### src/rtl/frame_timing_pkg.sv
`default_nettype none
// ============================================================================
// Module      : frame_timing_pkg
// Description : Shared frame-timing constants and monitor state encoding.
// Revision    : 1.0 - initial release
// ============================================================================
package frame_timing_pkg;

   // Tick generators count 0..FRAME_RATE_CYCLES, giving NOMINAL_PERIOD cycles per frame
   localparam int FRAME_RATE_CYCLES = 416666;
   localparam int NOMINAL_PERIOD    = 416667;

   localparam int DEFAULT_CNT_W     = 26;
   localparam int DEFAULT_TOL       = 64;
   localparam int DEFAULT_TIMEOUT   = 833334;

   localparam int FRAME_COUNT_W     = 16;

   typedef enum logic [1:0] {
      IDLE    = 2'd0,
      MEASURE = 2'd1,
      LOST    = 2'd2
   } monitor_state_t;

endpackage : frame_timing_pkg
`default_nettype wire

### src/rtl/rise_detect.sv
`default_nettype none
// ============================================================================
// Module      : rise_detect
// Description : Registered history bit with combinational rising-edge output.
// Revision    : 1.0 - initial release
// ============================================================================
module rise_detect (
   input  logic clk,
   input  logic reset,
   input  logic sig_in,
   output logic rise
);

   logic r_prev;

   // History is never cleared synchronously so a held-high level is not re-detected
   always_ff @(posedge clk or posedge reset) begin
      if (reset) begin
         r_prev <= 1'b0;
      end else begin
         r_prev <= sig_in;
      end
   end

   assign rise = sig_in & ~r_prev;

endmodule : rise_detect
`default_nettype wire

### src/rtl/frame_period_monitor.sv
`default_nettype none
// ============================================================================
// Module      : frame_period_monitor
// Description : Measures cycles between frame pulses; min/max, count, loss flag.
// Revision    : 1.0 - initial release
// ============================================================================
module frame_period_monitor
   import frame_timing_pkg::*;
#(
   parameter int CNT_W   = DEFAULT_CNT_W,
   parameter int NOMINAL = NOMINAL_PERIOD,
   parameter int TOL     = DEFAULT_TOL,
   parameter int TIMEOUT = DEFAULT_TIMEOUT
) (
   input  logic                     clk,
   input  logic                     reset,
   input  logic                     pulse_in,
   input  logic                     clear,
   output logic [CNT_W-1:0]         period,
   output logic                     period_valid,
   output logic [CNT_W-1:0]         min_period,
   output logic [CNT_W-1:0]         max_period,
   output logic [FRAME_COUNT_W-1:0] frame_count,
   output logic                     in_tol,
   output logic                     timeout
);

   localparam logic [CNT_W-1:0]         c_one          = CNT_W'(1);
   localparam logic [CNT_W-1:0]         c_timeout_last = CNT_W'(TIMEOUT - 1);
   localparam logic [CNT_W:0]           c_nominal      = (CNT_W+1)'(NOMINAL);
   localparam logic [CNT_W:0]           c_tol          = (CNT_W+1)'(TOL);
   localparam logic [FRAME_COUNT_W-1:0] c_frame_inc    = FRAME_COUNT_W'(1);

   monitor_state_t   r_state;
   logic [CNT_W-1:0] r_elapsed;

   logic             w_event;
   logic [CNT_W-1:0] w_period;
   logic [CNT_W:0]   w_diff;
   logic [CNT_W:0]   w_abs_diff;
   logic             w_in_tol;

   rise_detect u_rise_detect (
      .clk    (clk),
      .reset  (reset),
      .sig_in (pulse_in),
      .rise   (w_event)
   );

   // In MEASURE elapsed never exceeds TIMEOUT-1, so +1 cannot overflow here
   assign w_period = r_elapsed + c_one;

   // Deviation is taken one bit wider than the counter so it is always representable
   always_comb begin
      w_diff     = {1'b0, w_period} - c_nominal;
      w_abs_diff = w_diff[CNT_W] ? (~w_diff + {{CNT_W{1'b0}}, 1'b1}) : w_diff;
      w_in_tol   = (w_abs_diff <= c_tol);
   end

   always_ff @(posedge clk or posedge reset) begin
      if (reset) begin
         r_state      <= IDLE;
         r_elapsed    <= '0;
         period       <= '0;
         period_valid <= 1'b0;
         min_period   <= '1;
         max_period   <= '0;
         frame_count  <= '0;
         in_tol       <= 1'b0;
         timeout      <= 1'b0;
      end else if (clear) begin
         // A coincident edge is intentionally dropped
         r_state      <= IDLE;
         r_elapsed    <= '0;
         period       <= '0;
         period_valid <= 1'b0;
         min_period   <= '1;
         max_period   <= '0;
         frame_count  <= '0;
         in_tol       <= 1'b0;
         timeout      <= 1'b0;
      end else begin
         period_valid <= 1'b0;

         if (w_event) begin
            r_elapsed <= '0;
         end else if (r_elapsed != '1) begin
            r_elapsed <= r_elapsed + c_one;
         end

         case (r_state)
            IDLE: begin
               if (w_event) begin
                  r_state     <= MEASURE;
                  frame_count <= frame_count + c_frame_inc;
               end
            end

            MEASURE: begin
               if (w_event) begin
                  period       <= w_period;
                  period_valid <= 1'b1;
                  in_tol       <= w_in_tol;
                  frame_count  <= frame_count + c_frame_inc;
                  if (w_period < min_period) begin
                     min_period <= w_period;
                  end
                  if (w_period > max_period) begin
                     max_period <= w_period;
                  end
               end else if (r_elapsed == c_timeout_last) begin
                  r_state <= LOST;
                  timeout <= 1'b1;
               end
            end

            LOST: begin
               // Interval spanning the loss is meaningless, so no period is reported
               if (w_event) begin
                  r_state     <= MEASURE;
                  timeout     <= 1'b0;
                  frame_count <= frame_count + c_frame_inc;
               end
            end

            default: begin
               r_state <= IDLE;
               timeout <= 1'b0;
            end
         endcase
      end
   end

endmodule : frame_period_monitor
`default_nettype wire

### config.mk
export PLATFORM = sky130hd
export DESIGN_NAME = frame_period_monitor
export DESIGN_NICKNAME = d
export VERILOG_FILES = /design/src/rtl/frame_timing_pkg.sv /design/src/rtl/rise_detect.sv /design/src/rtl/frame_period_monitor.sv
export SDC_FILE = /design/constraint.sdc
export NUM_CORES = 1
export LEC_CHECK = 0
export ABC_AREA = 0
export BUFFER_PORTS_ARGS = -buffer_cell sky130_fd_sc_hd__clkbuf_2
export CAP_MARGIN = 30
export CORE_MARGIN = 10
export CORE_UTILIZATION = 38
export CTS_BUF_LIST = sky130_fd_sc_hd__clkbuf_16
export DETAILED_ROUTE_END_ITERATION = 10
export GPL_TIMING_DRIVEN = 0
export MAX_ROUTING_LAYER = met4
export PLACE_DENSITY = 0.53
export SYNTH_ARGS = -nofsm -noshare
export SYNTH_HDL_FRONTEND = slang
export SYNTH_SLANG_ARGS = --single-unit
### constraint.sdc
create_clock -name clk -period 5.5 [get_ports clk]
set_input_delay 0.55 -clock clk [delete_from_list [all_inputs] [get_ports clk]]
set_output_delay 0.55 -clock clk [all_outputs]
set_load 0.1 [all_outputs]
* Word level (Yosys, flattened, before mapping)
Index checks and enable logic that the tools add are counted.
** Word-level totals
- Output and inout port bits :: 97
- Input port bits :: 4
- Word-level logic and storage cells :: 78
- Register bits :: 126
** Cells by class
- Multiplexer cells :: 34
- $lt $le $gt $ge :: 3
- Bitwise operators :: 3
- Add/subtract/negate cells :: 4
- Equal/unequal tests :: 9
- Reduce and logical (&&, ||, !) cells :: 15
** Operators by type and width (count)
- $mux 26 :: 14
- $mux 16 :: 3
- $add 27x1->27 const B :: 1
- $le 27x7->1 const B :: 1
- $mux 27 :: 1
- $not 27->27 :: 1
- $sub 26x19->27 const B :: 1
- $add 26x1->26 const B :: 1
- $eq 26x20->1 const B :: 1
- $gt 26x26->1 :: 1
- $lt 26x26->1 :: 1
- $ne 26x26->1 const B :: 1
- $add 16x1->16 const B :: 1
- $mux 1 :: 10
- $reduce_bool 2->1 :: 5
- $reduce_and 3->1 :: 3
- $mux 2 :: 4
- $ne 3x3->1 const B :: 2
- $pmux 2 s2 :: 1
- $reduce_and 2->1 :: 2
- $reduce_and 4->1 :: 1
- $ne 3x1->1 const B :: 1
- $ne 3x2->1 const B :: 1
- $pmux 1 s3 :: 1
- 9 further kinds :: 9

* Depth between registers and ports, before layout
Gate-level depths: netlist of run 1.
- Word-level depth :: 9
- Gate-level depth with buffers :: 18
- Depth with buffers taken out :: 16

* Hierarchy
A second synthesis of run 1 with hierarchy kept.
** Second synthesis, totals
- Cells, all modules :: 973
- Area total of the unflattened synthesis :: 8598.2 um2
** By module, submodules not included
- frame_period_monitor :: cells each 970, instances 1, area each 8555.7 um2
- rise_detect :: cells each 3, instances 1, area each 42.5 um2

* Least setup slack after synthesis of run 1
Ideal clock, no wire load.
- Kind :: register to register
- Start :: register r_elapsed[7]
- End :: register max_period[15]
- Buffers on the path :: 3
- Required time :: 5.406 ns
- Setup time :: 0.094 ns
- Slack :: 1.288 ns
- Stages on the path, launching flop included :: 18
- Data arrival time :: 4.117 ns
- Cell sequence :: dfrtp_1 buf_2 nand3_1 or4_1 clkbuf_1 nor4_1 xnor2_1 inv_1 ha_1 a21o_1 a21o_1 a21oi_1 nand2b_1 or4_1 a2111oi_0 a211oi_2 clkbuf_1 a211oi_1
** Between the ends
- Longest elaborated chain between the ends :: 5
- Elaborated cells on any way between the ends :: 8
** Ends and longest elaborated chain
- from (decl) :: line frame_period_monitor.sv:35 : logic [CNT_W-1:0] r_elapsed;
- from (signal assigned) :: line frame_period_monitor.sv:88 : r_elapsed <= r_elapsed + c_one;
- $add 26x1->26 * :: line frame_period_monitor.sv:51 : assign w_period = r_elapsed + c_one;
- parallel branches: the longest is 4 deep, another holds $gt 26x26->1
- to (signal assigned) :: line frame_period_monitor.sv:109 : max_period <= w_period;
- to (decl) :: line frame_period_monitor.sv:22 : output logic [CNT_W-1:0] max_period,
Mark *: on every way between the ends. The select of a mux whose other input is x is not followed.
A chain may end at the register's enable or synchronous reset.

* Worst setup path after layout of run 1
- Start :: register r_elapsed[0]
- End :: register max_period[18]
The elaborated chain is that of the path after synthesis.

==> results of run 1 <==
## worst max path at each step
| stage | from | endpoint | depth (start not counted) |
|---|---|---|---|
| floorplan | r_elapsed[7]$_DFFE_PP0P_ | max_period[15]$_DFFE_PP0P_ | 17 |
| global placement | reset | max_period[4]$_DFFE_PP0P_ | 2 |
| detailed placement | r_elapsed[0]$_DFFE_PP0P_ | min_period[9]$_DFFE_PP1P_ | 14 |
| CTS | r_elapsed[0]$_DFFE_PP0P_ | max_period[21]$_DFFE_PP0P_ | 16 |
| global route | r_elapsed[0]$_DFFE_PP0P_ | max_period[6]$_DFFE_PP0P_ | 16 |
| finish | r_elapsed[0]$_DFFE_PP0P_ | max_period[18]$_DFFE_PP0P_ | 16 |
## power breakdown
group,internal [mW],total (mW),switching [mW]
Sequential,0.958,0.982,0.0246
Combinational,0.0742,0.377,0.303
Clock,0.749,1.20,0.448
Total,1.78,2.56,0.776
## state kept, by name (all words and copies together) (netlist names)
register	flops
frame_count	16
in_tol	1
max_period	26
min_period	26
period	26
period_valid	1
r_elapsed	26
r_state	2
timeout	1
u_rise_detect.r_prev	1
## per-layer routing
layer | vias to the layer above | share of wire
met1 | 3551 | 0.47
met5 | - | 0
li1 | 3589 | -
met2 | 219 | 0.45
met3 | 34 | 0.049
met4 | 0 | 0.027
## layout make-up
class | instances | area, sq um | share of cell area
inverter | 85 | 324.1 | 0.03349
sequential | 126 | 3186 | 0.3292
multi-input combinational | 668 | 4468 | 0.4617
tap | 275 | 344.1 | 0.03556
buffer | 50 | 211.5 | 0.02185
timing repair buffer | 102 | 538.0 | 0.05560
clock buffer | 17 | 425.4 | 0.04396
clock inverter | 15 | 180.2 | 0.01862
## critical path, stage by stage, from the launching register on
cell and delay, ps:
sky130_fd_sc_hd__dfrtp_1 520, sky130_fd_sc_hd__clkbuf_2 350, sky130_fd_sc_hd__nand2_1 270, sky130_fd_sc_hd__nor2_1 110
sky130_fd_sc_hd__and4_1 200, sky130_fd_sc_hd__xnor2_1 750, sky130_fd_sc_hd__inv_1 160, sky130_fd_sc_hd__ha_1 340
sky130_fd_sc_hd__a21o_1 160, sky130_fd_sc_hd__a21o_1 170, sky130_fd_sc_hd__a21oi_1 180, sky130_fd_sc_hd__nand2b_1 150
sky130_fd_sc_hd__or4_1 410, sky130_fd_sc_hd__a2111oi_0 400, sky130_fd_sc_hd__a211oi_2 190, sky130_fd_sc_hd__clkbuf_1 310
sky130_fd_sc_hd__a211oi_1 310
## per-stage QoR
| step | cells | TNS [ps] |
|---|---|---|
| after floorplan | 929 | 0 |
| after global placement | 1303 | -8649 |
| after detailed placement | 1305 | 0 |
| after CTS | 1337 | 0 |
| after global routing | 1338 | 0 |
| final | 1338 | 0 |
## kinds of logic (layout without fill, tap and decap cells)
logic type	Yosys count	count (layout)	share of synthesized area
flops	126	126	0.3897
buf+inv	135	269	0.06474
xor+xnor	64	64	0.06948
fa+ha+maj	58	58	0.08724
simple gates	294	294	0.1772
mux	2	2	0.002449
compound gates	250	250	0.2092
## repair_timing
| item | 4_1_cts | 5_1_grt |
|---|---|---|
| hold buffers | 0 | 0 |
| setup endpoints to repair | 0 | 35 |
| resized for setup | 0 | 3 |
## layout by cell type, fill, tap and decap left out, types with 4 or more instances in the layout
cell type,instances
sky130_fd_sc_hd__nand4_1,21
sky130_fd_sc_hd__maj3_1,5
sky130_fd_sc_hd__nand3_1,30
sky130_fd_sc_hd__and4_1,4
sky130_fd_sc_hd__a211o_1,5
sky130_fd_sc_hd__ha_1,53
sky130_fd_sc_hd__o21ai_0,20
sky130_fd_sc_hd__xnor2_1,41
sky130_fd_sc_hd__a211oi_1,79
sky130_fd_sc_hd__clkbuf_1,37
sky130_fd_sc_hd__or3_1,6
sky130_fd_sc_hd__nand2b_1,8
sky130_fd_sc_hd__and3_1,9
sky130_fd_sc_hd__o21a_1,10
sky130_fd_sc_hd__or4_1,7
sky130_fd_sc_hd__bufinv_16,4
sky130_fd_sc_hd__clkbuf_16,17
sky130_fd_sc_hd__xor2_1,21
sky130_fd_sc_hd__inv_1,86
sky130_fd_sc_hd__dfstp_2,26
sky130_fd_sc_hd__a21o_1,8
sky130_fd_sc_hd__nand2_1,45
sky130_fd_sc_hd__dfrtp_1,100
sky130_fd_sc_hd__clkinv_2,4
sky130_fd_sc_hd__nor3_1,15
sky130_fd_sc_hd__a21oi_1,58
sky130_fd_sc_hd__nor2_1,108
sky130_fd_sc_hd__clkbuf_2,100
sky130_fd_sc_hd__nor4_1,14
sky130_fd_sc_hd__and2_1,12
sky130_fd_sc_hd__a31oi_1,27
sky130_fd_sc_hd__buf_2,9
sky130_fd_sc_hd__o211ai_1,7
==> PnR_summary.wiki, run 1 <==
{| class="wikitable"
! Metric !! Value
|-
| Run status || finished, final reports clean
|-
| TritonCTS clock tree || done
|-
| Worst rel slew slack || 0.3001
|-
| Total gr overflow || 0
|-
| Via total after detailed routing || 7393
|-
| Total I/O pin count || 101
|-
| Number of antenna violations at the first check in global routing || 0
|-
| Placer congestion estimate || 0.9191
|-
| Clock latency of the later-clocked register in the worst-skew pair || 430 ps
|-
| Met2 track demand over resource in global routing || 0.2951
|-
| Final number of hold-violating endpoints || 0
|-
| Via count of the first global-routing pass || 7423
|-
| Post-placement cell area || 0.009055 sq mm
|-
| Final wirelength || 26.20 mm
|-
| Fraction of met1 tracks used by global routing || 0.2538
|-
| RR Startpoint || r_elapsed[0]$_DFFE_PP0P_
|-
| Clock skew after layout || 11.59 ps
|-
| Power density over the cells || 264.3 mW/mm^2
|-
| Syn Nets || 986
|-
| Die Height || 166.7 microns
|-
| Most used routing layer || met2
|-
| Synth warnings || 0
|-
| Setup slack after placement || 111.2 ps
|-
| Total number of placement rows || 53
|-
| Measured slew at the worst slew-check pin || 1042 ps
|-
| Library cell with the highest instance count after synthesis || sky130_fd_sc_hd__nor2_1
|-
| Hold crit path type || in -> async
|-
| Category of the most critical setup path || reg -> reg
|-
| Clock slew seen by the registers of the worst setup and hold paths || 60 ps
|-
| Setup repair after global routing missed its margin || no
|-
| Core region area || 0.02109 sq mm
|-
| Met3 Use GR || 0.03624
|-
| FF-to-FF path depth || 16
|-
| Commonest register cell after synthesis || sky130_fd_sc_hd__dfrtp_1
|-
| First-pass GRT wire length || 42.26 mm
|-
| Data arrival at the endpoint of the critical path || 5420 ps
|-
| H-tree depth reported by CTS || 4
|-
| Mapped Area || 0.008175 sq mm
|-
| Synth cell count leaders || sky130_fd_sc_hd__nor2_1 (108), sky130_fd_sc_hd__dfrtp_1 (100), sky130_fd_sc_hd__inv_1 (84)
|-
| Root cell of the clock tree || sky130_fd_sc_hd__clkbuf_16
|-
| Minimum setup slack in the final design || 399.1 ps
|-
| Starting density of the core || 0.3877
|-
| Highest net fanout along the worst path || 10
|-
| Total die area || 0.02778 sq mm
|-
| Drt wl/cell || 19.58 microns
|-
| Crit path capture type || flip-flop
|-
| Post-synthesis cell count || 929
|-
| Reg-to-reg endpoint || max_period[18]$_DFFE_PP0P_
|-
| Total number of nets in the final design || 1107
|-
| Yosys top cell area share || 0.3061
|-
| Top cell type by total area after synthesis || sky130_fd_sc_hd__dfrtp_1
|-
| Hold slack || 120.2 ps
|-
| Setup slack, reg-to-reg || 400 ps
|-
| Maximum clock rate || 0.1960 GHz
|-
| Fill count || 2082
|-
| Max Cap Viol || 0
|-
| Leading cell types by total area after synthesis || sky130_fd_sc_hd__dfrtp_1 (31%), sky130_fd_sc_hd__dfstp_2 (8.4%), sky130_fd_sc_hd__ha_1 (8.1%)
|-
| Type of origin of the critical path || flip-flop
|-
| Proportion of layout cells with a drive suffix above 1 || 0.1684
|-
| Per-cell via count in the routed design || 5.525
|-
| GRT Overall Usage || 0.1938
|-
| DR iter-0 viols || 644
|-
| P_leak || 4.517 nW
|-
| Share of synthesized registers carrying an async set or reset || 1.000
|-
| Final-report setup violation count || 0
|-
| Horizontal extent of the die || 166.7 microns
|-
| Post CTS Setup Buffer Count || 0
|-
| VDD IR max || 0.0001905 V
|-
| Part of the Yosys area used for sequential elements || 0.3897
|-
| Final period util || 0.9274
|-
| Total Power || 2.557 mW
|-
| Area of all placed cells without fillers || 0.009677 sq mm
|-
| Count of buffers inserted at the top-level ports || 99
|-
| Max clock buf depth || 2
|-
| Post-DP HPWL || 20.14 mm
|-
| Required time of the worst setup path || 5820 ps
|-
| Cts bufs inserted || 17
|-
| Post-DRT Antenna Nets || 0
|-
| Clock tree sinks || 126
|-
| Pins over their slew limit || 0
|-
| Count of cell types in the netlist || 64
|-
| Minimum clock period after layout || 5101 ps
|-
| Number of synthesized flops with an enable pin || 0
|-
| Antenna diodes || 0
|-
| Largest net degree at the start of global routing || 86
|-
| Residual DRC || 0
|-
| Synthesis-to-finish area growth || 18.37%
|-
| Post-layout util || 0.4589
|-
| Yosys reg bits || 126
|-
| Number of detailed-route iterations in the first pass || 5
|-
| Synth Area per Inst || 8.800 sq um
|}
Power figures use the tool's default switching activity.
==> run 2: changes to the inputs <==
clock period = 5 ns   (was 5.5 ns; I/O delays follow)
==> run 2 against run 1 <==
Net effect:
- first-iteration DRC count is 0.31% lower
- clock power is 10% higher
- critical path depth is 1 higher
- utilization is 0.59 points higher
- sequential cell count stayed put
- largest power group unchanged
==> PnR_summary.wiki, run 2 (synthesis gave the netlist of run 1 again) <==
{| class="wikitable"
! Metric !! Value
|-
| Measured slew at the worst slew-check pin || 1051 ps
|-
| Clock latency of the later-clocked register in the worst-skew pair || 430 ps
|-
| Final period util || 0.9238
|-
| Data arrival at the endpoint of the critical path || 4940 ps
|-
| Post-DP HPWL || 20.14 mm
|-
| Area of combinational cells with multiple inputs || 0.004578 sq mm
|-
| Per-cell via count in the routed design || 5.544
|-
| Hold crit path type || in -> async
|-
| Total gr overflow || 0
|-
| Cts bufs inserted || 17
|-
| Hold_buf cts || 0
|-
| Required time of the worst setup path || 5320 ps
|-
| Via total after detailed routing || 7423
|-
| Leading cell type in the layout, fill and taps excluded || sky130_fd_sc_hd__nor2_1
|-
| Worst rel slew slack || 0.2944
|-
| Final wirelength || 26.35 mm
|-
| Total number of nets in the final design || 1108
|-
| Drt wl/cell || 19.68 microns
|-
| Share of total power in the clock network || 0.468
|-
| VDD IR max || 0.0002113 V
|-
| Pins over their slew limit || 0
|-
| Highest net fanout along the worst path || 10
|-
| Horizontal extent of the die || 166.7 microns
|-
| Internal || 1.960 mW
|-
| Count of buffers inserted at the top-level ports || 99
|-
| Category of the most critical setup path || reg -> reg
|-
| First-pass GRT wire length || 42.28 mm
|-
| Post-DRT Antenna Nets || 0
|-
| Fill count || 2061
|-
| DR iter-0 viols || 642
|-
| Minimum clock period after layout || 4619 ps
|-
| Top library cells by usage in the layout, fill and taps aside || sky130_fd_sc_hd__nor2_1 (107), sky130_fd_sc_hd__clkbuf_2 (104), sky130_fd_sc_hd__dfrtp_1 (100), sky130_fd_sc_hd__inv_1 (86), sky130_fd_sc_hd__a211oi_1 (79)
|-
| Clock tree sinks || 126
|-
| Setup slack, reg-to-reg || 380 ps
|-
| Via count of the first global-routing pass || 7429
|-
| Starting density of the core || 0.3877
|-
| H-tree depth reported by CTS || 4
|-
| GRT Overall Usage || 0.1939
|-
| Total die area || 0.02778 sq mm
|-
| Proportion of layout cells with a drive suffix above 1 || 0.1889
|-
| Total number of placement rows || 53
|-
| Die Height || 166.7 microns
|-
| Root cell of the clock tree || sky130_fd_sc_hd__clkbuf_16
|-
| Storage element area || 0.003186 sq mm
|-
| Placer congestion estimate || 0.9191
|-
| Crit path capture type || flip-flop
|-
| Largest net degree at the start of global routing || 86
|-
| Residual DRC || 0
|-
| Post-layout instance count excluding filler cells || 1339
|-
| Synthesis-to-finish area growth || 19.88%
|-
| Switching share of power || 0.3032
|-
| Maximum clock rate || 0.2165 GHz
|-
| Post-layout util || 0.4648
|-
| Fraction of power consumed by sequential logic || 0.384
|-
| Number of antenna violations at the first check in global routing || 0
|-
| Cell count after placement || 1305
|-
| Number of detailed-route iterations in the first pass || 5
|-
| Clock slew seen by the registers of the worst setup and hold paths || 60 ps
|-
| Type of origin of the critical path || flip-flop
|-
| Clock skew after layout || 12.18 ps
|-
| Final number of hold-violating endpoints || 0
|-
| Antenna diodes || 0
|-
| P_leak || 4.564 nW
|-
| Final-report setup violation count || 0
|-
| TritonCTS clock tree || done
|-
| Total I/O pin count || 101
|-
| Combinational fraction of design power || 0.148
|-
| Max Cap Viol || 0
|-
| Core region area || 0.02109 sq mm
|-
| Run status || finished, final reports clean
|-
| NetSw || 852.9 uW
|-
| Power density over the cells || 287.0 mW/mm^2
|-
| Setup repair after global routing missed its margin || no
|-
| Max clock buf depth || 2
|}
## run 2: cell count changes in the layout (fill, tap and decap cells not counted), moves of 3 or more
| cell | change |
|---|---|
| sky130_fd_sc_hd__clkbuf_1 | -5 |
| sky130_fd_sc_hd__nor4_2 | +3 |
| sky130_fd_sc_hd__nor4_1 | -4 |
| sky130_fd_sc_hd__clkbuf_2 | +4 |
| sky130_fd_sc_hd__xnor2_1 | -4 |
| sky130_fd_sc_hd__xor2_2 | +3 |
| sky130_fd_sc_hd__xnor2_2 | +4 |
| sky130_fd_sc_hd__xor2_1 | -3 |
## run 2: path summary, 6_finish.rpt
kind,from,end,depth (start not counted)
worst max-delay path,r_elapsed[7]$_DFFE_PP0P_,max_period[17]$_DFFE_PP0P_,17
worst min-delay path,reset,frame_count[4]$_DFFE_PP0P_,2
worst max register to register,r_elapsed[7]$_DFFE_PP0P_,max_period[17]$_DFFE_PP0P_,17
worst min register to register,min_period[1]$_DFFE_PP1P_,min_period[1]$_DFFE_PP1P_,2
max in group asynchronous,reset,min_period[3]$_DFFE_PP1P_,3
min in group clk,pulse_in,u_rise_detect.r_prev$_DFF_PP0_,1
## run 2: power groups by stage
stage          sequential [mW]  clock, mW  combinational, mW
2_1_floorplan             1.27          0              0.144
3_3_place_gp              1.10          0              0.413
3_5_place_dp              1.10          0              0.418
4_1_cts                   1.08       1.33              0.420
5_1_grt                   1.08       1.37              0.448
6_report                  1.08       1.32              0.417
## run 2: area by class of cell
cell class | instances | area share
well taps | 275 | 0.03511
clock buffers | 17 | 0.04341
repair buffers | 103 | 0.05566
plain buffers | 50 | 0.02221
multi-input cells | 668 | 0.4671
clock inverters | 15 | 0.01838
inverters | 85 | 0.03307
flip-flops and latches | 126 | 0.3250
## run 2: timing repair
item | 4_1_cts | 5_1_grt
buffers inserted | 0 | 2
pin swaps | 0 | 1
setup endpoints to repair | 50 | 49
gates resized for setup | 5 | 26
## run 2: per-layer routing
metal  global-route usage  vias to the layer above  routed length [microns]
li1                     -                     3595                        -
met1               0.2538                     3588                    12520
met2               0.2953                      205                    11880
met3              0.03624                       35                     1236
met4              0.06644                        0                      720
met5                    -                        -                        0
## run 2: per-stage QoR
stage                     worst slack (ps)  setup TNS, ps  power [mW]  area [sq um]  hold WS (ps)
after floorplan                      788.3              0       1.419          8175         509.0
after global placement              -554.4         -67740       1.511          9015         520.6
after detailed placement            -388.8         -14510       1.516          9055         528.7
after CTS                            24.58              0       2.831          9691         81.51
after global routing                 22.46              0       2.906          9801         96.95
final                                380.8              0       2.813          9801         68.66
## run 2: critical path: stages, from the launching register on
cell and delay, ps:
sky130_fd_sc_hd__dfrtp_1 330, sky130_fd_sc_hd__buf_2 240, sky130_fd_sc_hd__nand3_2 190, sky130_fd_sc_hd__or4_1 490, sky130_fd_sc_hd__clkbuf_1 240, sky130_fd_sc_hd__nor3_2 290, sky130_fd_sc_hd__xnor2_2 220, sky130_fd_sc_hd__buf_4 250
sky130_fd_sc_hd__inv_1 110, sky130_fd_sc_hd__ha_1 300, sky130_fd_sc_hd__nand4_1 230, sky130_fd_sc_hd__nor4_1 340, sky130_fd_sc_hd__nand4_1 200, sky130_fd_sc_hd__nor4_2 250, sky130_fd_sc_hd__a211o_1 220, sky130_fd_sc_hd__a211oi_2 90
sky130_fd_sc_hd__clkbuf_2 260, sky130_fd_sc_hd__a211oi_1 260
